$ cat src/rtl/bp_table_pkg.sv
// Shared definitions for the branch-prediction table controller.
// Holds the FSM encoding, counter constants and PC index slicing position.
package bp_table_pkg;

  typedef enum logic [1:0] {
    ST_CLEAR = 2'd0,
    ST_IDLE  = 2'd1,
    ST_UPD   = 2'd2
  } state_t;

  // Constants for the default 2-bit counter; the functions cover any width.
  localparam int CBITS_DFLT = 2;
  localparam int CNT_MAX    = (1 << CBITS_DFLT) - 1;
  localparam int CNT_INIT   = (1 << (CBITS_DFLT - 1)) - 1;

  // Word-aligned PCs: the table index starts above the byte offset.
  localparam int IDX_LSB = 2;

  function automatic int cnt_max_f(input int cbits);
    return (1 << cbits) - 1;
  endfunction

  function automatic int cnt_init_f(input int cbits);
    return (1 << (cbits - 1)) - 1;
  endfunction

endpackage

$ cat src/rtl/bp_table_ctrl_sat.sv
// Saturating up/down counter step used for the read-modify-write update.
// Purely combinational; never wraps at either end.
module sat_counter_next #(
  parameter int CBITS = 2
) (
  input  logic [CBITS-1:0] cnt,
  input  logic             taken,
  output logic [CBITS-1:0] cnt_nxt
);

  always_comb begin
    cnt_nxt = cnt;
    if (taken) begin
      if (cnt != {CBITS{1'b1}}) cnt_nxt = cnt + CBITS'(1);
    end else begin
      if (cnt != {CBITS{1'b0}}) cnt_nxt = cnt - CBITS'(1);
    end
  end

endmodule

$ cat src/rtl/bp_table_ctrl.sv
// Branch-prediction table controller: clears the counter table after reset,
// serves zero-latency fetch predictions and applies updates by read-modify-write.
module bp_table_ctrl
  import bp_table_pkg::*;
#(
  parameter int ABITS  = 8,
  parameter int CBITS  = 2,
  parameter int PCBITS = 32
) (
  input  logic              CLK,
  input  logic              RESET,
  input  logic [PCBITS-1:0] FETCH_PC,
  output logic              PRED_TAKEN,
  output logic              PRED_VALID,
  input  logic              UPD_VALID,
  input  logic [PCBITS-1:0] UPD_PC,
  input  logic              UPD_TAKEN,
  output logic              UPD_READY,
  output logic [ABITS-1:0]  TBL_RADDR,
  input  logic [CBITS-1:0]  TBL_RDATA,
  output logic [ABITS-1:0]  TBL_WADDR,
  output logic [CBITS-1:0]  TBL_WDATA,
  output logic              TBL_WE
);

  localparam logic [CBITS-1:0] INIT_VAL = CBITS'(cnt_init_f(CBITS));

  state_t             state, state_nxt;
  logic [ABITS-1:0]   clr_ptr;
  logic [ABITS-1:0]   upd_idx;
  logic               upd_tk;
  logic [CBITS-1:0]   sat_out;
  logic [ABITS-1:0]   fetch_idx;
  logic [ABITS-1:0]   upd_pc_idx;

  assign fetch_idx  = FETCH_PC[IDX_LSB +: ABITS];
  assign upd_pc_idx = UPD_PC[IDX_LSB +: ABITS];

  logic unused_pc_bits;
  assign unused_pc_bits = ^{FETCH_PC[PCBITS-1:IDX_LSB+ABITS], FETCH_PC[IDX_LSB-1:0],
                            UPD_PC[PCBITS-1:IDX_LSB+ABITS], UPD_PC[IDX_LSB-1:0]};

  sat_counter_next #(.CBITS(CBITS)) u_sat (
    .cnt     (TBL_RDATA),
    .taken   (upd_tk),
    .cnt_nxt (sat_out)
  );

  always_ff @(posedge CLK) begin
    if (RESET) begin
      state   <= ST_CLEAR;
      clr_ptr <= '0;
      upd_idx <= '0;
      upd_tk  <= 1'b0;
    end else begin
      state <= state_nxt;
      // Pointer wraps back to zero on the last clear write.
      if (state == ST_CLEAR) clr_ptr <= clr_ptr + ABITS'(1);
      if (state == ST_IDLE && UPD_VALID) begin
        upd_idx <= upd_pc_idx;
        upd_tk  <= UPD_TAKEN;
      end
    end
  end

  always_comb begin
    state_nxt  = state;
    TBL_RADDR  = fetch_idx;
    TBL_WADDR  = clr_ptr;
    TBL_WDATA  = INIT_VAL;
    TBL_WE     = 1'b0;
    PRED_VALID = 1'b0;
    PRED_TAKEN = 1'b0;
    UPD_READY  = 1'b0;
    case (state)
      ST_CLEAR: begin
        TBL_WE = 1'b1;
        if (&clr_ptr) state_nxt = ST_IDLE;
      end
      ST_IDLE: begin
        PRED_VALID = 1'b1;
        PRED_TAKEN = TBL_RDATA[CBITS-1];
        UPD_READY  = 1'b1;
        if (UPD_VALID) state_nxt = ST_UPD;
      end
      ST_UPD: begin
        // The read port is borrowed for this cycle, so no prediction is offered.
        TBL_RADDR = upd_idx;
        TBL_WADDR = upd_idx;
        TBL_WDATA = sat_out;
        TBL_WE    = 1'b1;
        state_nxt = ST_IDLE;
      end
      default: state_nxt = ST_CLEAR;
    endcase
    if (RESET) begin
      TBL_WE     = 1'b0;
      PRED_VALID = 1'b0;
      PRED_TAKEN = 1'b0;
      UPD_READY  = 1'b0;
    end
  end

endmodule

$ cat config.mk
export PLATFORM = sky130hd
export DESIGN_NAME = bp_table_ctrl
export DESIGN_NICKNAME = d
export VERILOG_FILES = /design/src/rtl/bp_table_pkg.sv /design/src/rtl/bp_table_ctrl_sat.sv /design/src/rtl/bp_table_ctrl.sv
export SDC_FILE = /design/constraint.sdc
export NUM_CORES = 1
export LEC_CHECK = 0
export ABC_AREA = 0
export CELL_PAD_IN_SITES_DETAIL_PLACEMENT = 1
export CELL_PAD_IN_SITES_GLOBAL_PLACEMENT = 1
export CORE_ASPECT_RATIO = 0.9
export CORE_MARGIN = 2
export CORE_UTILIZATION = 41
export CTS_CLUSTER_SIZE = 12
export DETAILED_ROUTE_END_ITERATION = 10
export DONT_BUFFER_PORTS = 1
export GPL_TIMING_DRIVEN = 0
export PLACE_DENSITY = 0.88
export SYNTH_ARGS = -nofsm -noshare
export SYNTH_HDL_FRONTEND = slang
export SYNTH_HIERARCHICAL = 1
export SYNTH_SLANG_ARGS = --single-unit
$ cat constraint.sdc
create_clock -name CLK -period 4.04 [get_ports CLK]
set_input_delay 1.212 -clock CLK [delete_from_list [all_inputs] [get_ports CLK]]
set_output_delay 1.212 -clock CLK [all_outputs]
set_load 0.05 [all_outputs]
== After elaboration in Yosys (flattened, before gate mapping) ==
Cells that the tools add are included.
Cells by class
  $add $sub $neg: 3
  multiply operators: 0
  divide/modulo/power cells: 0
  order comparisons: 0
  equal/unequal tests: 5
  shifts and indexed selects: 0
  muxes and demuxes: 15
  bitwise operators: 0
  reductions and logical operators: 6
Operator list (count)
  $mux W8: 2
  $mux W2: 6
  $add A8 B1 Y8 const B: 1
  $reduce_and A8 Y1: 1
  $mux W1: 6
  $pmux W2 S3: 1
  $ne A2 B2 Y1 const B: 2
  $add A2 B1 Y2 const B: 1
  $eq A2 B1 Y1 const B: 1
  $eq A2 B2 Y1 const B: 1
  $logic_not A2 Y1: 1
  $ne A2 B1 Y1 const B: 1
  $reduce_and A2 Y1: 1
  $reduce_bool A2 Y1: 1
  $reduce_or A2 Y1: 1
  $sub A2 B1 Y2 const B: 1
  $logic_and A1 B1 Y1: 1
Word-level totals
  register bits: 19
  bits in latches: 0
  RAM bits: 0
  ROM bits: 0
  logic and storage cells: 33
  memories: 0

== Depth between registers and ports, before layout ==
  depth in word-level cells: 4
  gate-level depth with buffers: 5
  depth with buffers taken out: 4

== By module ==
Netlist, hierarchy kept.
By module, submodules not included
  bp_table_ctrl: times used 1, cells each 126, area each 954.7 sq um, sequential area each 380.4 sq um
  sat_counter_next: times used 1, cells each 3, area each 26.3 sq um, sequential area each 0.0 sq um

== Worst setup path after synthesis ==
OpenSTA, ideal clock, no wires.
  kind: in2out
  start: input port RESET
  end: output port PRED_TAKEN
  arrival: 3.056 ns
  setup slack: -0.228 ns
  stages on the path: 2
  buffers on the path: 0
  cell sequence: nor3b_1 -> and2_1
Between the ends
  cells in the longest elaborated chain, start to end: 1
RTL lines
  start, declared: RTL line bp_table_ctrl.sv:11  | input logic RESET,
  $mux W1: RTL line bp_table_ctrl.sv:96  | if (RESET) begin
  end, declared: RTL line bp_table_ctrl.sv:13  | output logic PRED_TAKEN,
No other way between the ends.

== Final worst setup path ==
Ends and elaborated chain as after synthesis.

==> flow_metrics.tcl <==
set metrics [dict create \
    drt_iter0_drc 25 \
    remaining_drc_errors 0 \
    core_area_sq_um 2220 \
    grt_usage 0.195 \
    clk_path_buf_depth 2 \
    design_area_sq_um 1050 \
    arrival_ps 2510 \
    layout.area.seq_sq_um 380 \
    place_area_sq_um 1020 \
    yosys.area.top_type "dfxtp_1" \
    nets 205 \
    pin_count 92 \
    rows 16 \
    worst_skew_pair.late_latency_ps 300 \
    antenna_cells 0 \
    required_ps 2830 \
    hold_viol_final 0 \
    dieWidth_um 55.6 \
    antenna_found_initial 0 \
    crit_fanout 4 \
    setup_viol 0 \
    cts_tree "done" \
    powerDensity_nw_per_um2 325 \
    relSlewSlack 0.346 \
    max_freq_mhz 269 \
    fillers 275 \
    cts_sinks 19 \
    synthTopCellsByArea "dfxtp_1, nand2_1, mux2i_1" \
    clk_pin_slew_worst_paths_ps 120 \
    tightest_slew_ps 974 \
    gp_congestion 0.794 \
    finalSetupTns_ps 0 \
    cp_slowest_stage_delay_ps 740 \
    synth_ff_type "dfxtp_1" \
    dieArea_sq_um 2800 \
    crit_path_end_kind "primary output" \
    postSynth.asyncResetShare 0 \
    multi_input_area_sq_um 556 \
    yosysTopAreaCellShare 0.388 \
    grt_max_degree 12 \
    synth_cell_types 27 \
    hold_buffers 0 \
    cts_root_buf "clkbuf_4" \
    synth_edf_count 0 \
    critPathBufInv 0 \
    ant_nets 0 \
    viasPerCell 5.53 \
    yosys_warnings 6 \
    outcome "complete, no violations" \
    yosysSeqAreaShare 0.388 \
    syn_to_final_growth_pct 6.76 \
    cts_made_buffers 3 \
    wl_per_cell_um 15.6 \
    wirelength_mm 2.50 \
    ir_drop_v 0.000139 \
    post_cts_resized 0 \
    drive_above_1_share 0.0827 \
    drv_slew 0 \
    start_kind "input pin" \
    synth.cell_area_sq_um 981 \
    cts.htree.levels 1 \
    vias 885 \
    skew_ps 1.14 \
    die_h_um 50.4 \
    grt_pass1_wl_mm 4.21 \
    place.port_buffers 0 \
    first_pass_iters 4 \
    cpMaxStageDelayCell "nor3b_2" \
    synth_area_per_cell_sq_um 7.60 \
    synthesis.nets 200 \
    finalCritPeriodShare 0.920 \
    crit_family "simple AND/OR/NAND/NOR gates" \
    rsz0062_at_grt "no" \
    min_period_ps 3720 \
    path_cells "nor3b_2 -> and2_1" \
    drv_cap 0 \
    grt_pass1_vias 939 \
    cts_setup_buffers 0 \
    hold_class "reg -> reg" \
    synth_common_cells "nand2_1, dfxtp_1, nor2_1, mux2i_1, o21ai_0" \
    critPathKind "in -> out" \
    ys_ff_latch 19 \
    grt_overflow_total 0 \
    synthCells 129 \
    dpl.hpwl_mm 1.92 \
    synth_most_common_cell "nand2_1" \
    leakage_nw 0.506 \
    start_util 0.441 \
]
final timing paths:
kind	start	end	slack (ps)	cells after the start
worst max register to register	clr_ptr[0]	clr_ptr[6]	2450	4
worst min register to register	upd_idx[2]	upd_idx[2]	520	2
worst min-delay path	upd_idx[2]	upd_idx[2]	520	2
worst max-delay path	RESET	PRED_TAKEN	320	2
per-stage QoR:
step                 util  total power [mW]  hold WS (ps)  worst slack, ps  instances
finish              0.471             0.340           521              321        160
floorplan               -             0.238           463              361        129
detailed placement  0.459             0.244           496              317        156
global placement    0.459             0.242           475              323        156
global route        0.471             0.353           559              282        160
CTS                 0.471             0.343           524              314        160
layout by cell type (no fill, tap or decap), drive strengths merged:
| master | synthesis | layout |
|---|---|---|
| nand2 | 38 | 38 |
| dfxtp | 19 | 19 |
| nor2 | 13 | 13 |
| mux2i | 9 | 9 |
| o21ai | 9 | 9 |
| clkbuf | 4 | 7 |
| a21oi | 6 | 6 |
| or3 | 4 | 4 |
| inv | 3 | 3 |
| and2 | 3 | 3 |
| buf | 3 | 3 |
| nand2b | 2 | 2 |
| xnor2 | 2 | 2 |
| nand3 | 2 | 2 |
| maj3 | 2 | 2 |
| and2b | 1 | 1 |
| nor3b | 1 | 1 |
| nand3b | 1 | 1 |
| nand4 | 1 | 1 |
| and3b | 1 | 1 |
| or3b | 1 | 1 |
| nand4bb | 1 | 1 |
| o31ai | 1 | 1 |
| or4 | 1 | 1 |
| ha | 1 | 1 |
| clkinv | 0 | 1 |
metal layers:
layer	routed length, um	GRT usage
met5	0	0
met4	32	0.0935
met3	171	0.0670
met2	1250	0.343
met1	1050	0.209
worst min-delay path, cell delays in order (launching register included):
cell and delay (ps):
dfxtp_1 350, mux2i_1 70, nor2_1 80
final cells by class:
cell class              count  share of cell area
multi-input cells         100               0.530
flip-flops and latches     19               0.363
plain buffers               7              0.0370
well taps                  27              0.0323
clock buffers               3              0.0215
inverters                   3              0.0108
clock inverters             1             0.00478
where the power goes:
part	switching (mW)	internal, mW
sequential	0.00311	0.190
combinational	0.0375	0.00834
clock	0.0644	0.0370
total	0.105	0.235
state kept, by name, indices dropped and copies added (netlist names):
name     flops
upd_idx      8
upd_tk       1
clr_ptr      8
state        2
cells by family (layout without fill, tap and decap cells):
family,count (synthesis),in the layout,synth area share
AND/OR/NAND/NOR,70,70,0.332
buffers and inverters,10,14,0.0510
XOR/XNOR,2,2,0.0179
adder cells (fa/ha/maj),3,3,0.0357
AO/OA/AOI/OAI,16,16,0.0842
multiplexers,9,9,0.0918
flip-flops,19,19,0.388
(Power assumes the default switching activity.)
==> RTL edit: new RTL, same settings <==
Put a register stage on the output `PRED_TAKEN`. The value now appears one clock later. The other outputs are not delayed to match.
--- a/src/rtl/bp_table_ctrl.sv
+++ b/src/rtl/bp_table_ctrl.sv
@@ -24,6 +24,8 @@
 );
 
   localparam logic [CBITS-1:0] INIT_VAL = CBITS'(cnt_init_f(CBITS));
+
+  logic PRED_TAKEN_d;
 
   state_t             state, state_nxt;
   logic [ABITS-1:0]   clr_ptr;
@@ -70,7 +72,7 @@
     TBL_WDATA  = INIT_VAL;
     TBL_WE     = 1'b0;
     PRED_VALID = 1'b0;
-    PRED_TAKEN = 1'b0;
+    PRED_TAKEN_d = 1'b0;
     UPD_READY  = 1'b0;
     case (state)
       ST_CLEAR: begin
@@ -79,7 +81,7 @@
       end
       ST_IDLE: begin
         PRED_VALID = 1'b1;
-        PRED_TAKEN = TBL_RDATA[CBITS-1];
+        PRED_TAKEN_d = TBL_RDATA[CBITS-1];
         UPD_READY  = 1'b1;
         if (UPD_VALID) state_nxt = ST_UPD;
       end
@@ -96,10 +98,14 @@
     if (RESET) begin
       TBL_WE     = 1'b0;
       PRED_VALID = 1'b0;
-      PRED_TAKEN = 1'b0;
+      PRED_TAKEN_d = 1'b0;
       UPD_READY  = 1'b0;
     end
   end
 
+  always_ff @(posedge CLK) begin
+    PRED_TAKEN <= PRED_TAKEN_d;
+  end
+
 endmodule
 
Behaviour: same outputs for any inputs over 10 cycles, from zero or initial values and one cycle with RESET high; that may be too few to reach the edited logic, so the function may still have changed.
==> RTL edit against the unedited design <==
  * Via count increased by 4.2%
  * Sequential cell count increased by 1
  * Routed wire length increased by 7.1%
  * Area after synthesis increased by 5.0%
  * Worst setup slack improved by 0.044 ns
  * Synthesized cell count increased by 3.1%
  * Combinational power decreased by 2%
  * Final area increased by 5.6%
  * Total power increased by 9.2%
  * Non-clock buffer count increased by 2
  * Largest cell class unchanged
  * Largest power group unchanged
==> RTL edit: results (changes against the unedited design) <==
status:
  status: "finished clean"  # unchanged
grt:
  use_met1: 0.228  # was 0.209
  use_met2: 0.339  # was 0.343
  track_usage: 0.194  # was 0.195
  grt_pass1_vias: 930  # was 939
  grtUsageMet3: 0.0547  # was 0.0670
  grt_pass1_wl_um: 4370  # was 4210 um
layout:
  fillers: 316  # was 275
  drive_above_1_share: 0.102  # was 0.0827
  nNonClkInverters: 2  # was 3
  multiInputGateArea_um2: 573  # was 556 um^2
  n_clock_buffer: 4  # was 3
  regArea_um2: 400  # was 380 um^2
  buf_share: 0.0486  # was 0.0370
  buffers: 9  # was 7
  multi_input_gates: 102  # was 100
  final_nets: 209  # was 205
  clock_cell_area_share: 0.0328  # was 0.0263
detailed_routing:
  drt_iter0_markers: 15  # was 25
  wirelength_met1_um: 1110  # was 1050 um
  routed-via-count: 922  # was 885
  dr_wl_met2_um: 1350  # was 1250 um
  dr_wl_met3_um: 173  # was 171 um
  wl_per_cell_um: 16.2  # was 15.6 um
  viasPerCell: 5.59  # was 5.53
cts:
  htree_levels: 1  # unchanged
  clkSinkCount: 20  # was 19
  clk_pin_slew_worst_paths_ns: 0.12  # about the same
pwr:
  p_seq_uw: 203  # was 193 uW
  p_leak_uw: 0.000523  # was 0.000506 uW
  vdd_drop_max_v: 0.000221  # was 0.000139 V
  p_sw_frac: 0.293  # was 0.309
  p_comb_frac: 0.121  # was 0.135
sta:
  slew_headroom: 0.352  # was 0.346
  finClkSkew_ns: 0.00192  # was 0.00114 ns
  holdWs_ns: 0.510  # was 0.521 ns
yosys:
  synth_xor_xnor_area_share: 0.0170  # was 0.0179
  synth_common_cells: "nand2_1 (42), dfxtp_1 (20), nor2_1 (13), mux2i_1 (9), a21oi_1 (6)"  # was nand2_1 (38), dfxtp_1 (19), nor2_1 (13), mux2i_1 (9), o21ai_0 (9)
  synth-adder-area-share: 0.0340  # was 0.0357
  synth_area_per_cell_um2: 7.74  # was 7.60 um^2
  synth_nets: 204  # was 200
  yosys-mux-area-fraction: 0.0875  # was 0.0918
  netlist_top_cells_area: "dfxtp_1 (39%), nand2_1 (15%), mux2i_1 (8.7%), nor2_1 (4.7%), a21oi_1 (2.9%)"  # was dfxtp_1 (39%), nand2_1 (15%), mux2i_1 (9.2%), nor2_1 (5.0%), o21ai_0 (4.6%)
  yosysSeqAreaShare: 0.389  # was 0.388
  yosys.cell_types.count: 28  # was 27
  synth_ff_type: "dfxtp_1"  # unchanged
  synth_compound_area_frac: 0.0741  # was 0.0842
worst_hold_path:
  hp-class: "reg2reg"  # unchanged
  min_path_cells: 2  # unchanged
placed_design:
  dpl.hpwl_um: 2040  # was 1920 um
  dp.cells: 161  # was 156
  gp_congestion: 0.726  # was 0.794
worst_setup_path:
  r2r-start: "state[0]$_SDFFE_PP0P_"  # was clr_ptr[0]$_SDFFE_PP0P_
  cp_max_fo: 10  # was 4
  arrival_ns: 2.46  # was 2.51 ns
  slowest_stage: "nor2_1"  # was nor3b_2
  worstReg2RegEnd: "state[0]$_SDFFE_PP0P_"  # was clr_ptr[6]$_SDFFE_PP0P_
  reg2regPathDepth: 5  # was 4
## RTL edit: cell count changes in the layout (fill, tap and decap cells not counted), sizes merged, moves of 2 or more
cell / change
o31ai: +3
or3: -3
nand2: +4
or4: +3
clkbuf: +2
o21ai: -7
## RTL edit: stage by stage
stage               instance area (um^2)  power (uW)  setup slack, ns
finish                              1110         372            0.366
global route                        1110         385            0.277
CTS                                 1110         374            0.347
detailed placement                  1070         253            0.346
global placement                    1070         251            0.365
floorplan                           1030         248            0.563
## RTL edit: how the worst max path moves through the flow
stage | depth (start not counted) | slack [ns] | to
detailed placement | 3 | 0.35 | TBL_WE
CTS | 3 | 0.35 | TBL_WE
global placement | 3 | 0.37 | TBL_WE
global route | 3 | 0.28 | TBL_WE
finish | 3 | 0.37 | TBL_WE
floorplan | 3 | 0.56 | TBL_WE
## RTL edit: worst max-delay path, delay by kind of cell
| kind | cells | cell delay [ns] |
|---|---|---|
| buffers and inverters | 2 | 0.49 |
| AND/OR/NAND/NOR | 1 | 0.75 |
